[src/rtl/pattern_ddr3_loader_if.sv]
// Bus bundle for the pattern loader: body word stream in, DDR3 EMIF write port
// and on-chip "patterns loaded" flag port out. master = loader, slave = environment.
interface pattern_ddr3_loader_if #(
  parameter int ADDR_W = 22
);
  logic [255:0]      s_data;
  logic              s_valid;
  logic              s_ready;

  logic              ddr3_emif_ready;
  logic              ddr3_emif_write;
  logic              ddr3_emif_read;
  logic [ADDR_W-1:0] ddr3_emif_addr;
  logic [255:0]      ddr3_emif_write_data;
  logic [31:0]       ddr3_emif_byte_enable;
  logic [4:0]        ddr3_emif_burst_count;

  logic              onchip_mem_clken;
  logic              onchip_mem_chip_select;
  logic              onchip_mem_write;
  logic              onchip_mem_read;
  logic [10:0]       onchip_mem_addr;
  logic [31:0]       onchip_mem_byte_enable;
  logic [255:0]      onchip_mem_write_data;

  modport master (
    input  s_data, s_valid, ddr3_emif_ready,
    output s_ready,
    output ddr3_emif_write, ddr3_emif_read, ddr3_emif_addr, ddr3_emif_write_data,
    output ddr3_emif_byte_enable, ddr3_emif_burst_count,
    output onchip_mem_clken, onchip_mem_chip_select, onchip_mem_write, onchip_mem_read,
    output onchip_mem_addr, onchip_mem_byte_enable, onchip_mem_write_data
  );

  modport slave (
    output s_data, s_valid, ddr3_emif_ready,
    input  s_ready,
    input  ddr3_emif_write, ddr3_emif_read, ddr3_emif_addr, ddr3_emif_write_data,
    input  ddr3_emif_byte_enable, ddr3_emif_burst_count,
    input  onchip_mem_clken, onchip_mem_chip_select, onchip_mem_write, onchip_mem_read,
    input  onchip_mem_addr, onchip_mem_byte_enable, onchip_mem_write_data
  );
endinterface

[src/rtl/pattern_ddr3_loader.sv]
// Write side of the DDR3 pattern store: header at word 0, body from word 1 upward,
// then the on-chip "patterns loaded" flag, which is cleared first so partial loads never look valid.
module pattern_ddr3_loader #(
  parameter int ADDR_W   = 22,
  parameter int FLAG_VAL = 85
) (
  input  logic        ddr3_emif_clk,
  input  logic        ddr3_emif_rst,
  input  logic        start,
  input  logic [31:0] cfg_h_pix,
  input  logic [31:0] cfg_v_pix,
  input  logic [31:0] cfg_total_pix,
  input  logic [31:0] cfg_pat_num,
  input  logic [31:0] cfg_fill_size,
  output logic        busy,
  output logic        done,
  output logic        error,
  pattern_ddr3_loader_if.master bus
);

  typedef enum logic [2:0] {IDLE, CLR, HEAD, BODY, FLAG, DONE} state_t;

  localparam logic [56:0] MAX_ADDR = 57'((64'd1 << ADDR_W) - 64'd1);

  state_t state_q, state_d;
  logic   error_q, error_d;

  logic [31:0]       h_pix_q, v_pix_q, total_q, pat_num_q, fill_q;
  logic [24:0]       wpp_q;
  logic [56:0]       mcand_q, prod_q;
  logic [31:0]       mplier_q;
  logic              wr_q;
  logic [ADDR_W-1:0] addr_q, body_addr_q;
  logic [255:0]      data_q;
  logic [24:0]       word_cnt_q;
  logic [31:0]       pat_cnt_q;
  logic              last_taken_q;

  logic              mul_done, overflow, s_ready_int, take, emif_ack, last_word, flag_wr;
  logic [31:0]       end_field;
  logic [255:0]      header;

  // Words per pattern; one extra word when the last one is only partially filled.
  function automatic logic [24:0] calc_wpp(input logic [31:0] t);
    return {1'b0, t[31:8]} + {24'd0, |t[7:0]};
  endfunction

  assign mul_done    = (mplier_q == 32'd0);
  assign overflow    = (prod_q > MAX_ADDR);
  assign end_field   = 32'(prod_q[ADDR_W-1:0]);
  assign header      = {h_pix_q, v_pix_q, total_q, pat_num_q, fill_q, 32'd1, end_field, 32'd0};
  assign s_ready_int = (state_q == BODY) && !last_taken_q && (!wr_q || bus.ddr3_emif_ready);
  assign take        = s_ready_int && bus.s_valid;
  assign emif_ack    = wr_q && bus.ddr3_emif_ready;
  assign last_word   = (word_cnt_q == wpp_q - 25'd1) && (pat_cnt_q == pat_num_q - 32'd1);
  assign flag_wr     = (state_q == CLR) || (state_q == FLAG);

  always_ff @(posedge ddr3_emif_clk) begin
    if (ddr3_emif_rst) begin
      state_q <= IDLE;
      error_q <= 1'b0;
    end else begin
      state_q <= state_d;
      error_q <= error_d;
    end
  end

  always_comb begin
    state_d = state_q;
    error_d = error_q;
    case (state_q)
      IDLE: begin
        if (start) begin
          error_d = 1'b0;
          if (cfg_pat_num == 32'd0 || cfg_total_pix == 32'd0) begin
            state_d = DONE;
            error_d = 1'b1;
          end else begin
            state_d = CLR;
          end
        end
      end
      CLR:  state_d = HEAD;
      HEAD: begin
        if (mul_done && overflow) begin
          state_d = DONE;
          error_d = 1'b1;
        end else if (emif_ack) begin
          state_d = BODY;
        end
      end
      BODY: if (last_taken_q && emif_ack) state_d = FLAG;
      FLAG: state_d = DONE;
      DONE: state_d = IDLE;
      default: state_d = IDLE;
    endcase
  end

  // Datapath: latched config, shift-add end_addr multiplier, one-entry EMIF output register.
  always_ff @(posedge ddr3_emif_clk) begin
    if (ddr3_emif_rst) begin
      h_pix_q      <= '0;
      v_pix_q      <= '0;
      total_q      <= '0;
      pat_num_q    <= '0;
      fill_q       <= '0;
      wpp_q        <= '0;
      mcand_q      <= '0;
      mplier_q     <= '0;
      prod_q       <= '0;
      wr_q         <= 1'b0;
      addr_q       <= '0;
      data_q       <= '0;
      body_addr_q  <= '0;
      word_cnt_q   <= '0;
      pat_cnt_q    <= '0;
      last_taken_q <= 1'b0;
    end else begin
      if ((state_q == CLR || state_q == HEAD) && !mul_done) begin
        if (mplier_q[0]) prod_q <= prod_q + mcand_q;
        mcand_q  <= mcand_q << 1;
        mplier_q <= mplier_q >> 1;
      end
      case (state_q)
        IDLE: begin
          if (start) begin
            h_pix_q      <= cfg_h_pix;
            v_pix_q      <= cfg_v_pix;
            total_q      <= cfg_total_pix;
            pat_num_q    <= cfg_pat_num;
            fill_q       <= cfg_fill_size;
            wpp_q        <= calc_wpp(cfg_total_pix);
            mcand_q      <= 57'(calc_wpp(cfg_total_pix));
            mplier_q     <= cfg_pat_num;
            prod_q       <= '0;
            word_cnt_q   <= '0;
            pat_cnt_q    <= '0;
            last_taken_q <= 1'b0;
            body_addr_q  <= ADDR_W'(1);
          end
        end
        HEAD: begin
          if (!wr_q && mul_done && !overflow) begin
            wr_q   <= 1'b1;
            addr_q <= '0;
            data_q <= header;
          end else if (emif_ack) begin
            wr_q <= 1'b0;
          end
        end
        BODY: begin
          if (take) begin
            wr_q        <= 1'b1;
            addr_q      <= body_addr_q;
            data_q      <= bus.s_data;
            body_addr_q <= body_addr_q + ADDR_W'(1);
            if (word_cnt_q == wpp_q - 25'd1) begin
              word_cnt_q <= '0;
              pat_cnt_q  <= pat_cnt_q + 32'd1;
            end else begin
              word_cnt_q <= word_cnt_q + 25'd1;
            end
            if (last_word) last_taken_q <= 1'b1;
          end else if (emif_ack) begin
            wr_q <= 1'b0;
          end
        end
        default: wr_q <= 1'b0;
      endcase
    end
  end

  assign bus.s_ready                = s_ready_int;
  assign bus.ddr3_emif_write        = wr_q;
  assign bus.ddr3_emif_read         = 1'b0;
  assign bus.ddr3_emif_addr         = addr_q;
  assign bus.ddr3_emif_write_data   = data_q;
  assign bus.ddr3_emif_byte_enable  = {32{wr_q}};
  assign bus.ddr3_emif_burst_count  = 5'd1;

  assign bus.onchip_mem_clken       = flag_wr;
  assign bus.onchip_mem_chip_select = flag_wr;
  assign bus.onchip_mem_write       = flag_wr;
  assign bus.onchip_mem_read        = 1'b0;
  assign bus.onchip_mem_addr        = 11'd0;
  assign bus.onchip_mem_byte_enable = {32{flag_wr}};
  assign bus.onchip_mem_write_data  = (state_q == FLAG) ? 256'(FLAG_VAL) : 256'd0;

  assign busy  = (state_q != IDLE) && (state_q != DONE);
  assign done  = (state_q == DONE);
  assign error = error_q;

endmodule

[src/flat_wrapper.sv]
// flat-port wrapper written by rule: the top's interface ports become plain ports
module pattern_ddr3_loader_flat 
#(
  parameter int ADDR_W   = 22,
  parameter int FLAG_VAL = 85
)
  (ddr3_emif_clk, ddr3_emif_rst, start, cfg_h_pix, cfg_v_pix, cfg_total_pix, cfg_pat_num, cfg_fill_size, busy, done, error, bus_s_data, bus_s_valid, bus_ddr3_emif_ready, bus_s_ready, bus_ddr3_emif_write, bus_ddr3_emif_read, bus_ddr3_emif_addr, bus_ddr3_emif_write_data, bus_ddr3_emif_byte_enable, bus_ddr3_emif_burst_count, bus_onchip_mem_clken, bus_onchip_mem_chip_select, bus_onchip_mem_write, bus_onchip_mem_read, bus_onchip_mem_addr, bus_onchip_mem_byte_enable, bus_onchip_mem_write_data);
  pattern_ddr3_loader_if #(.ADDR_W(ADDR_W)) bus_i ();
  input  logic ddr3_emif_clk;
  input  logic ddr3_emif_rst;
  input  logic start;
  input  logic [31:0] cfg_h_pix;
  input  logic [31:0] cfg_v_pix;
  input  logic [31:0] cfg_total_pix;
  input  logic [31:0] cfg_pat_num;
  input  logic [31:0] cfg_fill_size;
  output logic busy;
  output logic done;
  output logic error;
  input wire logic [$bits(bus_i.s_data)-1:0] bus_s_data;
  input wire logic [$bits(bus_i.s_valid)-1:0] bus_s_valid;
  input wire logic [$bits(bus_i.ddr3_emif_ready)-1:0] bus_ddr3_emif_ready;
  output wire logic [$bits(bus_i.s_ready)-1:0] bus_s_ready;
  output wire logic [$bits(bus_i.ddr3_emif_write)-1:0] bus_ddr3_emif_write;
  output wire logic [$bits(bus_i.ddr3_emif_read)-1:0] bus_ddr3_emif_read;
  output wire logic [$bits(bus_i.ddr3_emif_addr)-1:0] bus_ddr3_emif_addr;
  output wire logic [$bits(bus_i.ddr3_emif_write_data)-1:0] bus_ddr3_emif_write_data;
  output wire logic [$bits(bus_i.ddr3_emif_byte_enable)-1:0] bus_ddr3_emif_byte_enable;
  output wire logic [$bits(bus_i.ddr3_emif_burst_count)-1:0] bus_ddr3_emif_burst_count;
  output wire logic [$bits(bus_i.onchip_mem_clken)-1:0] bus_onchip_mem_clken;
  output wire logic [$bits(bus_i.onchip_mem_chip_select)-1:0] bus_onchip_mem_chip_select;
  output wire logic [$bits(bus_i.onchip_mem_write)-1:0] bus_onchip_mem_write;
  output wire logic [$bits(bus_i.onchip_mem_read)-1:0] bus_onchip_mem_read;
  output wire logic [$bits(bus_i.onchip_mem_addr)-1:0] bus_onchip_mem_addr;
  output wire logic [$bits(bus_i.onchip_mem_byte_enable)-1:0] bus_onchip_mem_byte_enable;
  output wire logic [$bits(bus_i.onchip_mem_write_data)-1:0] bus_onchip_mem_write_data;
  assign bus_i.s_data = bus_s_data;
  assign bus_i.s_valid = bus_s_valid;
  assign bus_i.ddr3_emif_ready = bus_ddr3_emif_ready;
  assign bus_s_ready = bus_i.s_ready;
  assign bus_ddr3_emif_write = bus_i.ddr3_emif_write;
  assign bus_ddr3_emif_read = bus_i.ddr3_emif_read;
  assign bus_ddr3_emif_addr = bus_i.ddr3_emif_addr;
  assign bus_ddr3_emif_write_data = bus_i.ddr3_emif_write_data;
  assign bus_ddr3_emif_byte_enable = bus_i.ddr3_emif_byte_enable;
  assign bus_ddr3_emif_burst_count = bus_i.ddr3_emif_burst_count;
  assign bus_onchip_mem_clken = bus_i.onchip_mem_clken;
  assign bus_onchip_mem_chip_select = bus_i.onchip_mem_chip_select;
  assign bus_onchip_mem_write = bus_i.onchip_mem_write;
  assign bus_onchip_mem_read = bus_i.onchip_mem_read;
  assign bus_onchip_mem_addr = bus_i.onchip_mem_addr;
  assign bus_onchip_mem_byte_enable = bus_i.onchip_mem_byte_enable;
  assign bus_onchip_mem_write_data = bus_i.onchip_mem_write_data;
  pattern_ddr3_loader #(.ADDR_W(ADDR_W), .FLAG_VAL(FLAG_VAL)) u_core (.ddr3_emif_clk(ddr3_emif_clk), .ddr3_emif_rst(ddr3_emif_rst), .start(start), .cfg_h_pix(cfg_h_pix), .cfg_v_pix(cfg_v_pix), .cfg_total_pix(cfg_total_pix), .cfg_pat_num(cfg_pat_num), .cfg_fill_size(cfg_fill_size), .busy(busy), .done(done), .error(error), .bus(bus_i));
endmodule
[config.mk]
export PLATFORM = sky130hd
export DESIGN_NAME = pattern_ddr3_loader_flat
export DESIGN_NICKNAME = d
export VERILOG_FILES = /design/src/rtl/pattern_ddr3_loader_if.sv /design/src/rtl/pattern_ddr3_loader.sv /design/src/flat_wrapper.sv
export SDC_FILE = /design/constraint.sdc
export NUM_CORES = 2
export LEC_CHECK = 0
export ABC_AREA = 1
export CORE_AREA = 2 2 408 410
export DETAILED_ROUTE_END_ITERATION = 10
export DIE_AREA = 0 0 410 412
export PLACE_DENSITY_LB_ADDON = 0.3
export SYNTH_ARGS = -nofsm -noshare
export SYNTH_HDL_FRONTEND = slang
export SYNTH_SLANG_ARGS = --single-unit
export TNS_END_PERCENT = 100
[constraint.sdc]
create_clock -name ddr3_emif_clk -period 3 [get_ports ddr3_emif_clk]
set_input_delay 0.3 -clock ddr3_emif_clk [delete_from_list [all_inputs] [get_ports ddr3_emif_clk]]
set_output_delay 0.3 -clock ddr3_emif_clk [all_outputs]
set_load 0.005 [all_outputs]
==> run_results.csv <==
group,metric,value,unit
hold_path,min_path_type,"in -> reg",
placed_design,gp_congestion,0.926,
routing,drcViolationCount,0,
cts,clk_latency,0.68,ns
cells_and_area,utilization,0.295,
cts,cts_setup_buffers,0,
cells_and_area,final_nets,6245,
synth,yosys_warnings,0,
synth,yosysTopAreaCell,"dfxtp_1",
routing,finalWirelength,159,mm
timing,rsz0062_at_grt,"no",
synth,synth.avg_cell_area,7.12,sq um
die,die_w,410,um
routing,routedWlPerCell,19.8,um
die,floorplan.rows,149,
placed_design,hpwl,123,mm
timing,final-max-slew-violation-count,37,
worst_setup_path,cp_data_required_time,3.54,ns
outcome,status,"finished, violations left",
cells_and_area,syn_to_final_growth,34.0,%
cells_and_area,finalInstanceArea,0.0484,sq mm
cts,cts_made_buffers,85,
timing,hold_viol,0,
worst_setup_path,path_delay_family,"simple AND/OR/NAND/NOR gates",
placed_design,dp.cells,7862,
grt,track_usage,0.178,
cts,clockBufferDepth,3,
cts,clock_sinks,694,
synth,synth_cell_types,55,
cells_and_area,drive_above_1_share,0.0591,
worst_setup_path,cpMaxStageDelayCell,"a21oi_1",
die,pin_count,1045,
power,power,34700,uW
timing,setup_violations,0,
routing,first_pass_iters,5,
grt,grt_overflow,0,
worst_setup_path,end_kind,"flip-flop",
timing,slew_headroom,-0.0187,
cells_and_area,instances_no_fill,8018,
die,core,0.164,sq mm
synth,synthCells,5074,
timing,timing.fmax,0.354,GHz
synth,synth_area_leaders,"dfxtp_1 38%, nand2_1 10%, o21ai_0 7.7%",
placed_design,io_buffers,774,
timing,fin_skew,0.0234,ns
worst_setup_path,cp-start-kind,"flip-flop",
synth,yosysMostFrequentCell,"nand2_1",
die,initial_core_util,0.220,
timing,setup_ws,0.179,ns
worst_setup_path,cp_data_arrival_time,3.36,ns
routing,antenna_left,0,
routing,vias_per_cell,4.47,
synth,synth_edf_count,0,
die,die_h,412,um
outcome,violations,"slew limit",
synth,ys_ff_latch,694,
cts,cts_root_buf,"clkbuf_16",
power,ir_drop,0.465,mV
routing,num_vias,35800,
synth,async_flop_share,0,
synth,synth_area,0.0362,sq mm
timing,min_period,2.82,ns
grt,antenna_found_initial,24,
synth,yosysSeqAreaShare,0.384,
placed_design,pre_cts_ws,-0.701,ns
cts,htreeDepth,3,
power,powerDensity,716,mW/mm^2
timing,finalCritPeriodShare,0.940,
worst_setup_path,slowest_delay,0.40,ns
synth,synth_top_area_frac,0.384,
synth,synthTopCellsByCount,"960 x nand2_1, 694 x dfxtp_1, 579 x nor2_1",
power,p_leak,0.0192,uW
grt,grt_pass1_wl,227,mm
worst_setup_path,worst-path-buf-inv,4,
worst_setup_path,crit_chain,"nor2_1, buf_4, nand3_1, nor4_1, nand4_1, buf_4, nand3b_1, nand2_4, inv_2, buf_12, a21oi_1, nor2_1",
die,die_area,0.169,sq mm
cts,clk_pin_slew,0.05,ns
grt,grt_pass1_vias,33400,
grt,grt_max_degree,168,
worst_setup_path,worstSetupPathType,"reg -> reg",
timing,worst_pin_slew,1.53,ns
worst_setup_path,critical_path.max_fanout,34,
synth,ys.flop_type,"dfxtp_1",
routing,drtIter0Drc,2980,
placed_design,dpl_cell_area,0.0457,sq mm
job,maxCapViolCount,0,
cts,cts_tree,"done",
per-stage QoR:
step	hold slack (ns)	setup TNS, ns
after floorplan	0.410	0
after global placement	0.447	-12.63
after detailed placement	0.454	-11.68
after CTS	0.0644	0
after global routing	0.107	0
final	0.0978	0
cell type report:
type / instances / area (sq um)
Clock inverter: 29 / 307
Clock buffer: 120 / 2420
Timing Repair Buffer: 932 / 9290
Fill cell: 17800 / 116000
Inverter: 405 / 1540
Antenna cell: 7 / 17.5
Sequential cell: 694 / 13900
Tap cell: 2189 / 2740
Multi-Input combinational cell: 3642 / 18200
final timing paths:
path                                        start                                   to  slack (ns)  depth (start not counted)
worst max-delay path            u_core.prod_q[26]  u_core.bus.ddr3_emif_write_data[71]        0.18                         12
worst min-delay path                ddr3_emif_rst                         u_core.error         0.1                          4
worst max register to register  u_core.prod_q[26]  u_core.bus.ddr3_emif_write_data[71]        0.18                         12
worst min register to register  u_core.total_q[7]                    u_core.total_q[7]        0.47                          2
per-layer routing:
layer | track usage | up-vias | part of all wire
met3 | 0.0353 | 186 | 0.064
met5 | 0 | - | 0.00062
met1 | 0.242 | 16800 | 0.45
met2 | 0.281 | 1055 | 0.45
met4 | 0.0601 | 20 | 0.030
li1 | - | 17700 | -
state kept, by name, indices dropped and copies added, names as in the netlist, 32 cells and up:
name	cells
u_core.mplier_q	32
u_core.h_pix_q	32
u_core.fill_q	32
u_core.bus.ddr3_emif_write_data	256
u_core.v_pix_q	32
u_core.pat_cnt_q	32
u_core.pat_num_q	32
u_core.total_q	32
u_core.mcand_q	57
u_core.prod_q	57
repair_timing:
action,4_1_cts,5_1_grt
hold buffers,0,0
endpoints found under the setup margin,0,163
gates resized for setup,0,12
cells in the final DEF, fill, tap and decap left out, drive strengths merged, types with 8 or more instances in the layout:
cell type,netlist,routed
nand2,967,967
clkdlybuf4s50,0,773
dfxtp,694,694
nor2,589,589
o21ai,557,557
inv,401,407
a21oi,272,272
conb,2,270
a31oi,190,190
nand3,176,176
buf,380,159
clkbuf,221,120
a22o,102,102
xor2,90,90
nand4,66,66
ha,63,63
o22ai,56,56
nor3,56,56
xnor2,49,49
nor4,44,44
clkinv,4,22
o211ai,16,16
nand3b,13,13
o21bai,13,13
o21a,8,8
worst min-delay path: stages:
cell and delay (ns):
buf_2 0.14, inv_8 0.10, o31ai_1 0.11, nor2_1 0.04
cell families after synthesis:
kind of cell | after synthesis | share of synthesized area
compound gates | 1239 | 0.195
fa+ha+maj | 64 | 0.0224
simple gates | 1928 | 0.222
flops | 694 | 0.384
buf+inv | 1006 | 0.141
other cells | 2 | 0.000208
xor+xnor | 141 | 0.0349
where the power goes:
group	leakage (uW)	switching (uW)	internal, uW	total, uW
Sequential	0.00564	1480	10800	12300
Clock	0.00134	4430	5890	10300
Combinational	0.0122	7350	4740	12100
Total	0.0192	13300	21400	34700
Power figures use the tool's default switching activity.
